### config.mk
export PLATFORM = sky130hd
export DESIGN_NAME = ps2_rx_fifo
export DESIGN_NICKNAME = d
export VERILOG_FILES = /design/src/rtl/ps2_pkg.sv /design/src/rtl/ps2_sync_fifo.sv /design/src/rtl/ps2_rx_fifo.sv
export SDC_FILE = /design/constraint.sdc
export NUM_CORES = 1
export LEC_CHECK = 0
export ABC_CLOCK_PERIOD_IN_PS = 7450
export BUFFER_PORTS_ARGS = -buffer_cell sky130_fd_sc_hd__buf_2
export CELL_PAD_IN_SITES_DETAIL_PLACEMENT = 1
export CELL_PAD_IN_SITES_GLOBAL_PLACEMENT = 1
export CORE_AREA = 3 3 124 150
export DETAILED_ROUTE_END_ITERATION = 7
export DIE_AREA = 0 0 127 153
export GPL_TIMING_DRIVEN = 0
export PLACE_DENSITY = 0.49
export SLEW_MARGIN = 20
export SYNTH_ARGS = -nofsm -noshare
export SYNTH_HDL_FRONTEND = slang
export SYNTH_HIERARCHICAL = 1
export SYNTH_SLANG_ARGS = --single-unit
### constraint.sdc
create_clock -name clk -period 7.45 [get_ports clk]
set_clock_uncertainty 0.1 [all_clocks]
set_input_delay 1.49 -clock clk [delete_from_list [all_inputs] [get_ports clk]]
set_output_delay 1.49 -clock clk [all_outputs]
set_load 0.005 [all_outputs]
### src/rtl/ps2_pkg.sv
// Shared PS/2 receiver types: deframer state encoding, frame constants and parity helper.
package ps2_pkg;

  typedef enum logic [1:0] {
    IDLE,
    DATA,
    PARITY,
    STOP
  } ps2_rx_state_t;

  localparam int PS2_DATA_BITS  = 8;
  localparam int PS2_FRAME_BITS = 11;

  typedef logic [PS2_DATA_BITS-1:0] ps2_byte_t;

  // PS/2 uses odd parity: the eight data bits plus the parity bit hold an odd count of ones.
  function automatic logic ps2_parity_ok(input ps2_byte_t b, input logic p);
    return ^{b, p};
  endfunction

endpackage

### src/rtl/ps2_sync_fifo.sv
// Show-ahead synchronous FIFO with occupancy count, drop-on-full policy and sticky overflow.
module ps2_sync_fifo #(
  parameter int WIDTH = 8,
  parameter int DEPTH = 8
) (
  input  logic                   clk,
  input  logic                   clrn,
  input  logic                   push,
  input  logic [WIDTH-1:0]       push_data,
  input  logic                   pop,
  input  logic                   clr_flags,
  output logic [WIDTH-1:0]       rd_data,
  output logic                   valid,
  output logic [$clog2(DEPTH):0] level,
  output logic                   overflow
);

  localparam int AW = $clog2(DEPTH);
  localparam logic [AW:0] LEVEL_FULL = DEPTH[AW:0];
  localparam logic [AW:0] LEVEL_ONE  = (AW+1)'(1);
  localparam logic [AW-1:0] PTR_ONE  = AW'(1);

  logic [WIDTH-1:0] mem [DEPTH];
  logic [AW-1:0]    wr_ptr;
  logic [AW-1:0]    rd_ptr;
  logic             full;
  logic             empty;
  logic             do_push;
  logic             do_pop;
  logic             drop;

  assign full  = (level == LEVEL_FULL);
  assign empty = (level == '0);

  // A pop frees the slot a simultaneous push needs, so full+push+pop is not a drop.
  assign do_pop  = pop && !empty;
  assign do_push = push && (!full || do_pop);
  assign drop    = push && full && !do_pop;

  assign valid   = !empty;
  assign rd_data = mem[rd_ptr];

  always_ff @(posedge clk) begin
    if (do_push) mem[wr_ptr] <= push_data;
  end

  always_ff @(posedge clk or negedge clrn) begin
    if (!clrn) begin
      wr_ptr   <= '0;
      rd_ptr   <= '0;
      level    <= '0;
      overflow <= 1'b0;
    end else begin
      if (do_push) wr_ptr <= wr_ptr + PTR_ONE;
      if (do_pop)  rd_ptr <= rd_ptr + PTR_ONE;
      case ({do_push, do_pop})
        2'b10:   level <= level + LEVEL_ONE;
        2'b01:   level <= level - LEVEL_ONE;
        default: level <= level;
      endcase
      if (drop)           overflow <= 1'b1;
      else if (clr_flags) overflow <= 1'b0;
    end
  end

endmodule

### src/rtl/ps2_rx_fifo.sv
// PS/2 device receiver: line sync + clock deglitch, 11-bit frame deframer, byte FIFO.
// Optional frame watchdog enabled by defining PS2_RX_TIMEOUT_EN.
module ps2_rx_fifo #(
  parameter int FIFO_DEPTH     = 8,
  parameter int FILTER_LEN     = 4,
  parameter int TIMEOUT_CYCLES = 50000
) (
  input  logic                        clk,
  input  logic                        clrn,
  input  logic                        ps2_clk,
  input  logic                        ps2_data,
  input  logic                        rd_en,
  input  logic                        clr_flags,
  output logic [7:0]                  data,
  output logic                        valid,
  output logic [$clog2(FIFO_DEPTH):0] level,
  output logic                        overflow,
  output logic                        err_parity,
  output logic                        err_frame
);

  import ps2_pkg::*;

  localparam int FW = $clog2(FILTER_LEN) + 1;
  localparam logic [FW-1:0] FLT_LAST = FW'(FILTER_LEN - 1);
  localparam logic [FW-1:0] FLT_ONE  = FW'(1);
  localparam logic [2:0]    BIT_LAST = 3'(PS2_DATA_BITS - 1);

  logic                clk_p0, clk_p1;
  logic                dat_p0, dat_p1;
  logic [FW-1:0]       flt_cnt;
  logic                clk_flt, clk_flt_d;
  logic                sample;
  logic [FILTER_LEN:0] dat_dly;
  logic                bit_in;

  ps2_rx_state_t state, state_n;
  logic [2:0]    bit_cnt, bit_cnt_n;
  ps2_byte_t     sreg;
  logic          par;
  logic          push;
  logic          err_parity_n;
  logic          err_frame_n;
  logic          timeout;

  // Stage p0/p1: two-flop synchronisers, idle-high after reset
  always_ff @(posedge clk or negedge clrn) begin
    if (!clrn) begin
      clk_p0 <= 1'b1;
      clk_p1 <= 1'b1;
      dat_p0 <= 1'b1;
      dat_p1 <= 1'b1;
    end else begin
      clk_p0 <= ps2_clk;
      clk_p1 <= clk_p0;
      dat_p0 <= ps2_data;
      dat_p1 <= dat_p0;
    end
  end

  // Filter stage: clock follows the synchroniser only after FILTER_LEN agreeing samples
  always_ff @(posedge clk or negedge clrn) begin
    if (!clrn) begin
      flt_cnt   <= '0;
      clk_flt   <= 1'b1;
      clk_flt_d <= 1'b1;
      sample    <= 1'b0;
    end else begin
      clk_flt_d <= clk_flt;
      sample    <= clk_flt_d & ~clk_flt;
      if (clk_p1 == clk_flt) begin
        flt_cnt <= '0;
      end else if (flt_cnt == FLT_LAST) begin
        clk_flt <= clk_p1;
        flt_cnt <= '0;
      end else begin
        flt_cnt <= flt_cnt + FLT_ONE;
      end
    end
  end

  // Data delay matches the filter latency so bit_in is the value seen at the raw clock fall.
  always_ff @(posedge clk) begin
    dat_dly <= {dat_dly[FILTER_LEN-1:0], dat_p1};
  end

  assign bit_in = dat_dly[FILTER_LEN];

`ifdef PS2_RX_TIMEOUT_EN
  localparam int TW = $clog2(TIMEOUT_CYCLES) + 1;
  localparam logic [TW-1:0] TO_LAST = TW'(TIMEOUT_CYCLES - 1);
  localparam logic [TW-1:0] TO_ONE  = TW'(1);

  logic [TW-1:0] to_cnt;

  always_ff @(posedge clk or negedge clrn) begin
    if (!clrn) begin
      to_cnt <= '0;
    end else if (sample || state == IDLE) begin
      to_cnt <= '0;
    end else begin
      to_cnt <= to_cnt + TO_ONE;
    end
  end

  assign timeout = (state != IDLE) && !sample && (to_cnt == TO_LAST);
`else
  // Watchdog not built: the comparison is constant false for any legal parameter.
  assign timeout = (TIMEOUT_CYCLES < 0);
`endif

  // Deframer stage: state register and registered error pulses
  always_ff @(posedge clk or negedge clrn) begin
    if (!clrn) begin
      state      <= IDLE;
      bit_cnt    <= '0;
      err_parity <= 1'b0;
      err_frame  <= 1'b0;
    end else begin
      state      <= state_n;
      bit_cnt    <= bit_cnt_n;
      err_parity <= err_parity_n;
      err_frame  <= err_frame_n;
    end
  end

  always_comb begin
    state_n      = state;
    bit_cnt_n    = bit_cnt;
    push         = 1'b0;
    err_parity_n = 1'b0;
    err_frame_n  = 1'b0;
    if (timeout) begin
      state_n     = IDLE;
      err_frame_n = 1'b1;
    end else if (sample) begin
      case (state)
        IDLE: begin
          if (!bit_in) begin
            state_n   = DATA;
            bit_cnt_n = '0;
          end
        end
        DATA: begin
          bit_cnt_n = bit_cnt + 3'd1;
          if (bit_cnt == BIT_LAST) state_n = PARITY;
        end
        PARITY: state_n = STOP;
        STOP: begin
          state_n = IDLE;
          if (!bit_in)                         err_frame_n  = 1'b1;
          else if (!ps2_parity_ok(sreg, par))  err_parity_n = 1'b1;
          else                                 push         = 1'b1;
        end
        default: state_n = IDLE;
      endcase
    end
  end

  always_ff @(posedge clk) begin
    if (sample && state == DATA)   sreg <= {bit_in, sreg[PS2_DATA_BITS-1:1]};
    if (sample && state == PARITY) par  <= bit_in;
  end

  // FIFO stage
  ps2_sync_fifo #(
    .WIDTH (PS2_DATA_BITS),
    .DEPTH (FIFO_DEPTH)
  ) u_fifo (
    .clk       (clk),
    .clrn      (clrn),
    .push      (push),
    .push_data (sreg),
    .pop       (rd_en),
    .clr_flags (clr_flags),
    .rd_data   (data),
    .valid     (valid),
    .level     (level),
    .overflow  (overflow)
  );

endmodule

==> run_summary.xml <==
<?xml version="1.0" encoding="UTF-8"?>
<metrics>
  <group name="detailed_routing">
    <metric name="ant_nets" unit="">0</metric>
    <metric name="avgRoutedWirePerCell" unit="um">16.8</metric>
    <metric name="drt_first_iter_violations" unit="">162</metric>
    <metric name="firstDrtPassIters" unit="">4</metric>
    <metric name="dr_total_vias" unit="">2135</metric>
    <metric name="drc_errors" unit="">0</metric>
    <metric name="route.detailed.vias_per_inst" unit="">4.26</metric>
    <metric name="postRouteWirelength" unit="mm">8.39</metric>
  </group>
  <group name="hold_path">
    <metric name="hold_path.class" unit="">flip-flop to flip-flop</metric>
  </group>
  <group name="synthesis">
    <metric name="synth_seq_cells" unit="">106</metric>
    <metric name="yosys_warnings" unit="">6</metric>
    <metric name="ys_seq_area_frac" unit="">0.699</metric>
    <metric name="postSynthCellCount" unit="">243</metric>
    <metric name="synth.cell_area" unit="um2">4290</metric>
    <metric name="post_synth.cell_area_avg" unit="um2">17.7</metric>
    <metric name="syn_nets" unit="">259</metric>
    <metric name="post_synth_num_cell_types" unit="">41</metric>
  </group>
  <group name="grt">
    <metric name="grt_pass1_vias" unit="">2361</metric>
    <metric name="antenna_found_initial" unit="">0</metric>
    <metric name="gr_ovfl_total" unit="">0</metric>
    <metric name="grt_start_max_net_pins" unit="">29</metric>
    <metric name="grt_pass1_wl" unit="mm">13.7</metric>
    <metric name="gr-usage-all-layers" unit="">0.0939</metric>
  </group>
  <group name="power">
    <metric name="peakVddDrop" unit="mV">0.114</metric>
    <metric name="seq_power_share" unit="">0.447</metric>
    <metric name="power_density" unit="nW/um2">347</metric>
    <metric name="clockPowerShare" unit="">0.266</metric>
    <metric name="power.static_leakage" unit="nW">1.79</metric>
    <metric name="comb_power_share" unit="">0.287</metric>
    <metric name="switching_share" unit="">0.301</metric>
    <metric name="cell_internal_pwr" unit="mW">1.21</metric>
    <metric name="switchingPower" unit="mW">0.520</metric>
  </group>
  <group name="place">
    <metric name="place.detailed.hpwl" unit="mm">5.56</metric>
    <metric name="preCtsSetupSlack" unit="ns">3.55</metric>
    <metric name="post_dp_cell_area" unit="um2">4690</metric>
    <metric name="buffer_ports.inserted" unit="">20</metric>
    <metric name="dp.cells" unit="">485</metric>
    <metric name="gp_congestion" unit="">0.713</metric>
  </group>
  <group name="setup_path">
    <metric name="timing.critical_path.from_type" unit="">flip-flop</metric>
    <metric name="timing_worst_setup_path_type" unit="">flip-flop to output port</metric>
    <metric name="critical_path_arrival" unit="ns">2.42</metric>
    <metric name="timing.critical_path.slowest_cell_delay" unit="ns">0.64</metric>
    <metric name="largest_fanout_on_the_critical_path" unit="">10</metric>
    <metric name="critical_path.top_delay_family" unit="">buffers and inverters</metric>
    <metric name="worstPathCellList" unit="">buf_2, clkbuf_1, mux4_2, mux2_2, buf_2</metric>
    <metric name="worst_path_max_delay_cell" unit="">clkbuf_1</metric>
    <metric name="critPathRequiredTime" unit="ns">5.86</metric>
    <metric name="path_buf_inv" unit="">3</metric>
    <metric name="worst_setup_path_end_kind" unit="">output port</metric>
    <metric name="worst_path_most_repeated_cell" unit="">buf_2</metric>
  </group>
  <group name="floorplanning">
    <metric name="coreArea" unit="um2">17400</metric>
    <metric name="core.rowCount" unit="">53</metric>
    <metric name="floorplan.io_pins" unit="">22</metric>
    <metric name="die_x" unit="um">127</metric>
    <metric name="start_util" unit="">0.247</metric>
    <metric name="chipHeight" unit="um">153</metric>
    <metric name="floorplan.die_area" unit="um2">19400</metric>
  </group>
  <group name="cts">
    <metric name="clock_tree.buffer_depth" unit="">2</metric>
    <metric name="postCtsResizedCells" unit="">0</metric>
    <metric name="tritoncts_clock_tree" unit="">done</metric>
    <metric name="cts_made_buffers" unit="">9</metric>
    <metric name="later_pin_clock_latency_in_the_skew_report" unit="ns">0.35</metric>
    <metric name="cts-hold-fix-buffers" unit="">0</metric>
    <metric name="clk_root_buffer_cell" unit="">clkbuf_16</metric>
    <metric name="cts_max_level" unit="">3</metric>
    <metric name="worst_setup_hold_path_clk_slew" unit="ns">0.07</metric>
    <metric name="numClockSinks" unit="">106</metric>
    <metric name="post-cts-setup-buffers" unit="">0</metric>
  </group>
  <group name="cells_and_area">
    <metric name="finish.cell_count_without_fillers" unit="">501</metric>
    <metric name="antenna_cells" unit="">0</metric>
    <metric name="stdcell_area" unit="um2">4980</metric>
    <metric name="syn2layout_area_growth" unit="%">16.0</metric>
    <metric name="layout.cells.most_common_list" unit="">edfxtp_1 (73), buf_2 (23), dfrtp_1 (22)</metric>
    <metric name="layout-drive-gt1-share" unit="">0.295</metric>
    <metric name="final_common_cell" unit="">edfxtp_1</metric>
    <metric name="finish.net_count" unit="">292</metric>
  </group>
  <group name="timing">
    <metric name="max_slew_margin" unit="">0.308</metric>
    <metric name="finalMaxSlewViolations" unit="">0</metric>
    <metric name="finalHoldViolCount" unit="">0</metric>
    <metric name="rsz0062_at_grt" unit="">no</metric>
    <metric name="timing.final.setup_violations" unit="">0</metric>
    <metric name="fin_crit_sh" unit="">0.539</metric>
    <metric name="whs" unit="ns">0.229</metric>
    <metric name="timing.setup.tns" unit="ns">0</metric>
    <metric name="post-route-min-period" unit="ns">4.01</metric>
    <metric name="slew_worst_pin" unit="ns">1.03</metric>
    <metric name="max_freq" unit="MHz">249</metric>
    <metric name="worst_slack" unit="ns">3.44</metric>
  </group>
  <group name="outcome">
    <metric name="run_status" unit="">complete, no violations</metric>
  </group>
  <group name="job">
    <metric name="maxCapViolCount" unit="">0</metric>
  </group>
</metrics>
registers in the layout, indices dropped and copies added, names as in the netlist, 2 cells and up:
signal / count
u_fifo/level: 4
u_fifo/wr_ptr: 3
sreg: 8
dat_dly: 5
flt_cnt: 3
u_fifo/mem: 64
state: 2
u_fifo/rd_ptr: 3
bit_cnt: 3
area by class of cell:
| type | instances | area (um2) |
|---|---|---|
| fillers | 1837 | 12400 |
| flip-flops and latches | 106 | 3000 |
| multi-input cells | 122 | 1220 |
| well taps | 220 | 275 |
| clock buffers | 10 | 229 |
| repair buffers | 22 | 115 |
| plain buffers | 10 | 63.8 |
| clock inverters | 6 | 55.1 |
| inverters | 5 | 18.8 |
routing by layer:
metal / track usage / wire length, um
met5: 0 / 0
met3: 0.0157 / 216
met1: 0.116 / 3720
met4: 0.0475 / 193
met2: 0.158 / 4260
power groups by stage:
| stage | Combinational, mW | Sequential, mW | Clock (mW) |
|---|---|---|---|
| finish | 0.496 | 0.772 | 0.460 |
| global route | 0.555 | 0.787 | 0.504 |
| CTS | 0.518 | 0.775 | 0.479 |
| detailed placement | 0.514 | 0.787 | 0 |
| global placement | 0.499 | 0.782 | 0 |
| floorplan | 0.368 | 0.769 | 0 |
path summary, 6_finish.rpt:
path,from,to,slack [ns],cells past startpoint
max reg2reg,sreg[0],u_fifo/level[1],3.95,10
max,u_fifo/rd_ptr[1],data[3],3.44,5
min in group asynchronous,clrn,flt_cnt[1],1.07,1
max in group asynchronous,clrn,u_fifo/rd_ptr[1],5.75,1
min reg2reg,dat_dly[0],dat_dly[1],0.23,0
min,dat_dly[0],dat_dly[1],0.23,0
metrics by stage:
stage	utilization	power, mW
after global placement	0.269	1.28
after detailed placement	0.270	1.30
after floorplan	-	1.14
after CTS	0.286	1.77
final	0.286	1.73
after global routing	0.286	1.85
synth_stat cells:
master	number	area share
a21boi_1	1	0.0018
a21oi_1	1	0.0012
a22o_1	2	0.0041
a311oi_2	2	0.0070
a31oi_1	1	0.0015
and2_1	3	0.0044
buf_1	1	0.00087
buf_2	3	0.0035
buf_6	3	0.0079
clkbuf_1	3	0.0026
dfrtp_1	22	0.13
dfstp_2	6	0.037
dfxtp_1	5	0.023
edfxtp_1	73	0.51
ha_1	10	0.029
inv_1	5	0.0044
mux2_1	1	0.0026
mux2_2	12	0.031
mux2i_1	4	0.0093
mux4_2	16	0.084
nand2_1	12	0.010
nand2b_1	6	0.0087
nand3_1	3	0.0035
nand4_1	1	0.0015
nor2_1	12	0.010
nor2b_1	4	0.0058
nor3_1	5	0.0058
nor3b_1	2	0.0035
nor4_1	1	0.0015
o21a_1	1	0.0018
o21ai_0	1	0.0012
o21ai_1	2	0.0023
o221ai_1	1	0.0020
o22ai_1	1	0.0015
o41ai_4	1	0.0064
or3_1	2	0.0029
or4b_1	1	0.0023
xnor2_1	7	0.014
xnor3_1	1	0.0052
xor2_1	4	0.0082
xor3_1	1	0.0055
worst reg2reg max path: cells and delay by family, from the launching register on:
| family | cells | cell delay, ns |
|---|---|---|
| fa+ha+maj | 1 | 0.31 |
| compound gates | 1 | 0.11 |
| xor+xnor | 2 | 0.65 |
| buf+inv | 1 | 0.42 |
| mux | 2 | 0.69 |
| flops | 1 | 0.53 |
| simple gates | 3 | 0.54 |
logic make-up (layout without fill, tap and decap cells):
| family | Yosys count | count (layout) | share of synthesized area |
|---|---|---|---|
| xor gates and xnor gates | 13 | 13 | 0.0332 |
| buffers and inverters | 15 | 53 | 0.0192 |
| and+or+nand+nor | 52 | 52 | 0.0609 |
| muxes | 33 | 33 | 0.127 |
| adders and majority gates | 10 | 10 | 0.0292 |
| DFF | 106 | 106 | 0.699 |
| AOI/OAI and AO/OA | 14 | 14 | 0.0306 |
(Power assumes the default switching activity.)
